--- src/rtl/toy_bus_target_resp.sv ---
// ToyBus target endpoint: turns req beats into fixed-latency memory accesses and returns
// one credit-protected ack per request. Define TOY_BUS_TGT_ERR_EN to enable target-ID checking.

module toy_bus_target_resp #(
    parameter logic [3:0] NODE_ID   = 4'd2,
    parameter int         RD_LAT    = 1,
    parameter int         ACK_DEPTH = 4
) (
    input  logic        clk,
    input  logic        rst_n,

    input  logic        in0_req_vld,
    output logic        in0_req_rdy,
    input  logic [31:0] in0_req_addr,
    input  logic [3:0]  in0_req_strb,
    input  logic [31:0] in0_req_data,
    input  logic        in0_req_opcode,
    input  logic [3:0]  in0_req_src_id,
    input  logic [3:0]  in0_req_tgt_id,

    output logic        in0_ack_vld,
    input  logic        in0_ack_rdy,
    output logic        in0_ack_opcode,
    output logic [31:0] in0_ack_data,
    output logic [3:0]  in0_ack_src_id,
    output logic [3:0]  in0_ack_tgt_id,

    output logic        mem_en,
    output logic        mem_we,
    output logic [31:0] mem_addr,
    output logic [3:0]  mem_wstrb,
    output logic [31:0] mem_wdata,
    input  logic [31:0] mem_rdata
`ifdef TOY_BUS_TGT_ERR_EN
    ,
    output logic [7:0]  err_cnt
`endif
);

    localparam int AW = $clog2(ACK_DEPTH);
    localparam int IW = (AW > 0) ? AW : 1;
    localparam int PW = AW + 1;

    localparam logic [31:0] ERR_DATA = 32'hDEAD_BEEF;

    typedef struct packed {
        logic       opcode;
        logic       err;
        logic [3:0] src_id;
    } stage_t;

    typedef struct packed {
        logic        opcode;
        logic [31:0] data;
        logic [3:0]  tgt_id;
    } ack_t;

    logic                    accept;
    logic                    req_err;
    logic                    mem_hit;

    logic [RD_LAT-1:0]       pipe_vld_q, pipe_vld_d;
    stage_t [RD_LAT-1:0]     pipe_q, pipe_d;

    logic [PW-1:0]           wr_ptr_q, wr_ptr_d;
    logic [PW-1:0]           rd_ptr_q, rd_ptr_d;
    logic [PW-1:0]           occ_q, occ_d;
    logic [IW-1:0]           wr_idx, rd_idx;

    ack_t                    fifo_mem [ACK_DEPTH];
    ack_t                    push_entry;
    ack_t                    head;
    stage_t                  tail;
    logic                    push;
    logic                    pop;
    logic                    fifo_empty;

    // Credit check looks only at registered occupancy, so ack_rdy never reaches req_rdy.
    assign in0_req_rdy = rst_n & (occ_q < PW'(ACK_DEPTH));
    assign accept      = in0_req_vld & in0_req_rdy;

`ifdef TOY_BUS_TGT_ERR_EN
    assign req_err = (in0_req_tgt_id != NODE_ID);
`else
    logic [3:0] unused_tgt_id;
    assign req_err       = 1'b0;
    assign unused_tgt_id = in0_req_tgt_id;
`endif

    assign mem_hit   = accept & ~req_err;
    assign mem_en    = mem_hit;
    assign mem_we    = mem_hit & in0_req_opcode;
    assign mem_addr  = mem_hit ? in0_req_addr : '0;
    assign mem_wstrb = (mem_hit & in0_req_opcode) ? in0_req_strb : '0;
    assign mem_wdata = (mem_hit & in0_req_opcode) ? in0_req_data : '0;

    always_comb begin : pipe_next
        // NOTE: every signal gets a default first so no path through this block infers a latch.
        pipe_vld_d = '0;
        pipe_d     = '0;

        pipe_vld_d[0]        = accept;
        pipe_d[0].opcode     = in0_req_opcode;
        pipe_d[0].err        = req_err;
        pipe_d[0].src_id     = in0_req_src_id;
        for (int i = 1; i < RD_LAT; i++) begin
            pipe_vld_d[i] = pipe_vld_q[i-1];
            pipe_d[i]     = pipe_q[i-1];
        end
    end

    // The last stage lines up with mem_rdata, so it is captured straight into the FIFO.
    assign push = pipe_vld_q[RD_LAT-1];
    assign tail = pipe_q[RD_LAT-1];

    always_comb begin : push_build
        push_entry        = '0;
        push_entry.opcode = tail.opcode;
        push_entry.tgt_id = tail.src_id;
        if (tail.err) begin
            push_entry.data = ERR_DATA;
        end else if (tail.opcode) begin
            push_entry.data = 32'h0;
        end else begin
            push_entry.data = mem_rdata;
        end
    end

    generate
        if (AW == 0) begin : g_single
            assign wr_idx = '0;
            assign rd_idx = '0;
        end else begin : g_multi
            assign wr_idx = wr_ptr_q[IW-1:0];
            assign rd_idx = rd_ptr_q[IW-1:0];
        end
    endgenerate

    // Pointers carry one extra MSB; equal pointers mean empty.
    assign fifo_empty = (wr_ptr_q == rd_ptr_q);
    assign head       = fifo_mem[rd_idx];

    assign in0_ack_vld    = rst_n & ~fifo_empty;
    assign in0_ack_opcode = in0_ack_vld & head.opcode;
    assign in0_ack_data   = in0_ack_vld ? head.data : '0;
    assign in0_ack_src_id = in0_ack_vld ? NODE_ID : '0;
    assign in0_ack_tgt_id = in0_ack_vld ? head.tgt_id : '0;

    assign pop = in0_ack_vld & in0_ack_rdy;

    always_comb begin : ptr_next
        wr_ptr_d = wr_ptr_q + PW'(push);
        rd_ptr_d = rd_ptr_q + PW'(pop);
        occ_d    = occ_q + PW'(accept) - PW'(pop);
    end

    always_ff @(posedge clk) begin : ctrl_regs
        // NOTE: state registers use non-blocking assignment so every flop samples pre-edge values.
        if (!rst_n) begin
            pipe_vld_q <= '0;
            pipe_q     <= '0;
            wr_ptr_q   <= '0;
            rd_ptr_q   <= '0;
            occ_q      <= '0;
        end else begin
            pipe_vld_q <= pipe_vld_d;
            pipe_q     <= pipe_d;
            wr_ptr_q   <= wr_ptr_d;
            rd_ptr_q   <= rd_ptr_d;
            occ_q      <= occ_d;
        end
    end

    // NOTE: the ack storage has no reset; pointers alone decide which entries are live.
    always_ff @(posedge clk) begin : fifo_write
        if (push) begin
            fifo_mem[wr_idx] <= push_entry;
        end
    end

`ifdef TOY_BUS_TGT_ERR_EN
    logic [7:0] err_cnt_q, err_cnt_d;

    always_comb begin : err_next
        err_cnt_d = err_cnt_q;
        if (accept && req_err && (err_cnt_q != 8'hFF)) begin
            err_cnt_d = err_cnt_q + 8'd1;
        end
    end

    always_ff @(posedge clk) begin : err_reg
        if (!rst_n) begin
            err_cnt_q <= '0;
        end else begin
            err_cnt_q <= err_cnt_d;
        end
    end

    assign err_cnt = err_cnt_q;
`endif

endmodule

--- config.mk ---
export PLATFORM = sky130hd
export DESIGN_NAME = toy_bus_target_resp
export DESIGN_NICKNAME = d
export VERILOG_FILES = /design/src/rtl/toy_bus_target_resp.sv
export SDC_FILE = /design/constraint.sdc
export NUM_CORES = 1
export LEC_CHECK = 0
export BUFFER_PORTS_ARGS = -buffer_cell sky130_fd_sc_hd__buf_2
export CORE_ASPECT_RATIO = 0.9
export CORE_MARGIN = 10
export CORE_UTILIZATION = 40
export CTS_BUF_LIST = sky130_fd_sc_hd__clkbuf_16
export DETAILED_ROUTE_END_ITERATION = 6
export GPL_ROUTABILITY_DRIVEN = 0
export GPL_TIMING_DRIVEN = 0
export MAX_ROUTING_LAYER = met4
export PLACE_DENSITY = 0.65
export SLEW_MARGIN = 10
export SYNTH_ARGS = -nofsm -noshare
export SYNTH_HDL_FRONTEND = slang
export SYNTH_SLANG_ARGS = --single-unit
--- constraint.sdc ---
create_clock -name clk -period 9.9 [get_ports clk]
set_input_delay 1.98 -clock clk [delete_from_list [all_inputs] [get_ports clk]]
set_output_delay 1.98 -clock clk [all_outputs]
set_load 0.01 [all_outputs]
==> results.txt <==
----------------------------------------------------
[Routing]
  Number of antenna-violating nets in the routed design ... 0
  Iteration count of the initial detailed-routing pass ... 4
  Via count ... 4462
  Wire length after detailed routing ... 18500 um
  DRC violation count after routing ... 0
  Initial DRC count ... 232
  Average wire per standard cell ... 20.3 um
  Post-detailed-route via-to-cell ratio ... 4.88

[GRT]
  GRT Residual Overflow ... 0
  All-layer global routing usage ... 16.4%
  Number of antenna violations at the first check in global routing ... 0
  Pin count of the biggest net entering global routing ... 26
  First-pass GRT wire length ... 28300 um
  Vias in the first global route ... 5026

[Finish]
  Antenna cells ... 0
  Most common cell after layout, fill and taps aside ... sky130_fd_sc_hd__buf_2
  Most frequent cells in the layout ... sky130_fd_sc_hd__buf_2, sky130_fd_sc_hd__edfxtp_1, sky130_fd_sc_hd__nor2b_1
  Final core utilization ... 53.4%
  Area added between synthesis and finish ... 29.8%
  Count of fill cells added during filler insertion ... 1451
  Total number of nets in the final design ... 784
  Share of layout cells above drive strength 1 ... 46.5%

[STA]
  Final Max Slew Viols ... 0
  Final setup violating endpoints ... 0
  RSZ-0062 raised after global routing ... false
  Clock skew after layout ... 8.89 ps
  Worst slew margin relative to its limit ... 57.1%
  Post-route clock period utilization ... 53.4%
  Minimum clock period after layout ... 5290 ps
  Sum of negative setup slack ... 0 ps
  Total count of hold-check failures in the final report ... 0
  Fin Hold WS ... 476 ps
  Achievable frequency ... 0.189 GHz
  Actual slew at the worst max-slew pin ... 640 ps

[Power and ir drop]
  Gate power share ... a little under a fifth
  Switching portion of total power ... 24.5%
  Clock power frac ... around 36%
  P_leak ... a little under 0.004 uW
  Net switching power of the design ... 438 uW
  Cell Int Power ... 1350 uW
  Power per unit of standard cell area ... 196 mW/mm2
  Highest ir drop seen on vdd ... 0.0971 mV
  Register share of total power ... approximately 45%

[Synthesis]
  Netlist cell types ... 28
  EDFF count, synth ... 148
  Flop and latch count out of synthesis ... 163
  Ys Warns ... 0
  Proportion of register bits with asynchronous set or reset after synthesis ... 0%
  Synthesized netlist cell count ... 421
  Netlist area before placement ... around 0.007 mm2
  Register area share after synthesis ... 67.6%
  Post-synth top flop ... sky130_fd_sc_hd__edfxtp_1
  Post-Syn Area per Cell ... 16.7 um2

[Clock network]
  Number of CTS-inserted buffers ... 17
  Count of hold buffers inserted by post-cts repair ... 0
  Clock Tree Root ... sky130_fd_sc_hd__clkbuf_16
  TritonCTS clock tree ... done
  Max H-tree Level ... 4
  CTS clock-pin slew for the worst setup and hold paths ... roughly 60 ps
  Clock insertion delay at the later pin of the skew report ... 410 ps
  Maximum buffer depth of the clock tree ... 2
  Clock sink count ... about 160
  Setup repair bufs after CTS ... 0
  Number of gates resized after cts ... 0

[Place]
  PortBufs ... ~220
  DPL Wire Length ... 13900 um

[Setup path]
  CP max-delay cell ... sky130_fd_sc_hd__and2b_4
  Crit path launch ... rst_n
  R2r setup slk ... approximately 7700 ps
  Arrival time at the worst endpoint ... ~3300 ps
  Largest fanout on the critical path ... 11
  Sort of element at the end of the critical path ... output port
  Required time at the endpoint of the critical path ... 7920 ps
  CP startpoint kind ... primary input
  Startpoint of the worst-slack reg-to-reg timing path ... wr_ptr_q[0]
  Stage delay of the slowest cell on the critical path ... ~250 ps
  Worst setup path category ... in -> out
  Endpoint of the worst setup timing path ... mem_wdata[27]
  Most numerous cell on the critical path ... sky130_fd_sc_hd__buf_2
  Logic depth of the worst register-to-register path ... 8
  Cells along the critical path ... buf_2, and2b_4, and2_1, buf_2, buf_2, and3_1, buf_2
  Reg2reg end ... occ_q[2]

[Run status]
  Status ... finished, final reports clean

[Floorplanning]
  Starting utilization of the core area ... between 40% and 50%
  Die Height ... 146 um
  Core area ... 0.0171 mm2
  Standard-cell rows ... 45
  Die Area ... 0.0233 mm2
  Width of the chip ... 160 um
  I/O pin cnt ... 226

[Min path]
  Hold WC Path Type ... reg -> reg

[Flow run]
  Max-capacitance violation count ... 0

----------------------------------------------------
metrics by stage:
| stage | worst slack (ps) | instance area [um2] | power (uW) | cells |
|---|---|---|---|---|
| 5_1_grt | 4510 | 9120 | 1880 | 914 |
| 4_1_cts | 4620 | 9120 | 1810 | 914 |
| 3_5_place_dp | 4620 | 8530 | 1160 | 882 |
| 6_report | 4610 | 9120 | 1790 | 914 |
| 2_1_floorplan | 4930 | 7030 | 1030 | 423 |
| 3_3_place_gp | 3820 | 8410 | 1150 | 874 |
metal layers:
metal  GRT usage (%)  vias up  share of wire [%]
met5               -        -                  0
met4            4.72        0                1.8
met3            4.86       22                5.3
met2            28.0      181                 52
met1            18.2     2171                 41
li1                -     2088                  -
kinds of logic after synthesis:
family | after synthesis | synth area share [%]
muxes | 37 | 11.9
adders and majority gates | 5 | 0.998
DFF | 163 | 67.6
buffers and inverters | 39 | 3.38
and+or+nand+nor | 164 | 14.6
AOI/OAI and AO/OA | 4 | 0.588
xor gates and xnor gates | 8 | 0.998
other | 1 | 0.0534
synthesized netlist by cell type, types with 4 or more instances:
master | number | area, um2
sky130_fd_sc_hd__and3_1 | 70 | 438
sky130_fd_sc_hd__buf_2 | 9 | 45.0
sky130_fd_sc_hd__dfxtp_1 | 15 | 300
sky130_fd_sc_hd__buf_4 | 6 | 45.0
sky130_fd_sc_hd__xor2_1 | 5 | 43.8
sky130_fd_sc_hd__edfxtp_1 | 148 | 4440
sky130_fd_sc_hd__and2_1 | 14 | 87.6
sky130_fd_sc_hd__clkbuf_1 | 14 | 52.6
sky130_fd_sc_hd__mux4_2 | 37 | 833
sky130_fd_sc_hd__ha_1 | 4 | 50.1
sky130_fd_sc_hd__nor2b_1 | 70 | 438
worst min path at each step:
stage / depth (start not counted) / slack (ps) / to / from
global route: 0 / 500 / fifo_mem[3][1] / pipe_q[1]
floorplan: 0 / 440 / fifo_mem[0][0] / pipe_q[0]
detailed placement: 0 / 460 / fifo_mem[2][3] / pipe_q[3]
CTS: 0 / 480 / fifo_mem[2][3] / pipe_q[3]
global placement: 0 / 450 / fifo_mem[2][2] / pipe_q[2]
finish: 0 / 480 / fifo_mem[2][3] / pipe_q[3]
final cells by class:
class | count | area (um2) | area share (%)
Sequential cell | 163 | 4740 | 52.0
Multi-Input combinational cell | 221 | 2060 | 22.6
Timing Repair Buffer | 224 | 1190 | 13.0
Buffer | 36 | 226 | 2.48
Clock inverter | 15 | 165 | 1.81
Clock buffer | 17 | 425 | 4.67
Tap cell | 235 | 294 | 3.23
Inverter | 3 | 11.3 | 0.124
state kept, by name, indices dropped and copies added (netlist names):
name / count
fifo_mem: 148
pipe_q: 5
pipe_vld_q: 1
wr_ptr_q: 3
rd_ptr_q: 3
occ_q: 3
worst max-delay path: cells and delay by family:
kind	cells	cell delay, ps
buffers and inverters	4	730
AND/OR/NAND/NOR	3	600
power groups by stage:
stage / Clock (uW) / Combinational (uW) / Sequential [uW]
5_1_grt: 701 / 371 / 805
4_1_cts: 665 / 346 / 802
6_report: 651 / 337 / 802
3_3_place_gp: 0 / 334 / 817
2_1_floorplan: 0 / 219 / 814
3_5_place_dp: 0 / 345 / 816
(Power assumes the default switching activity.)
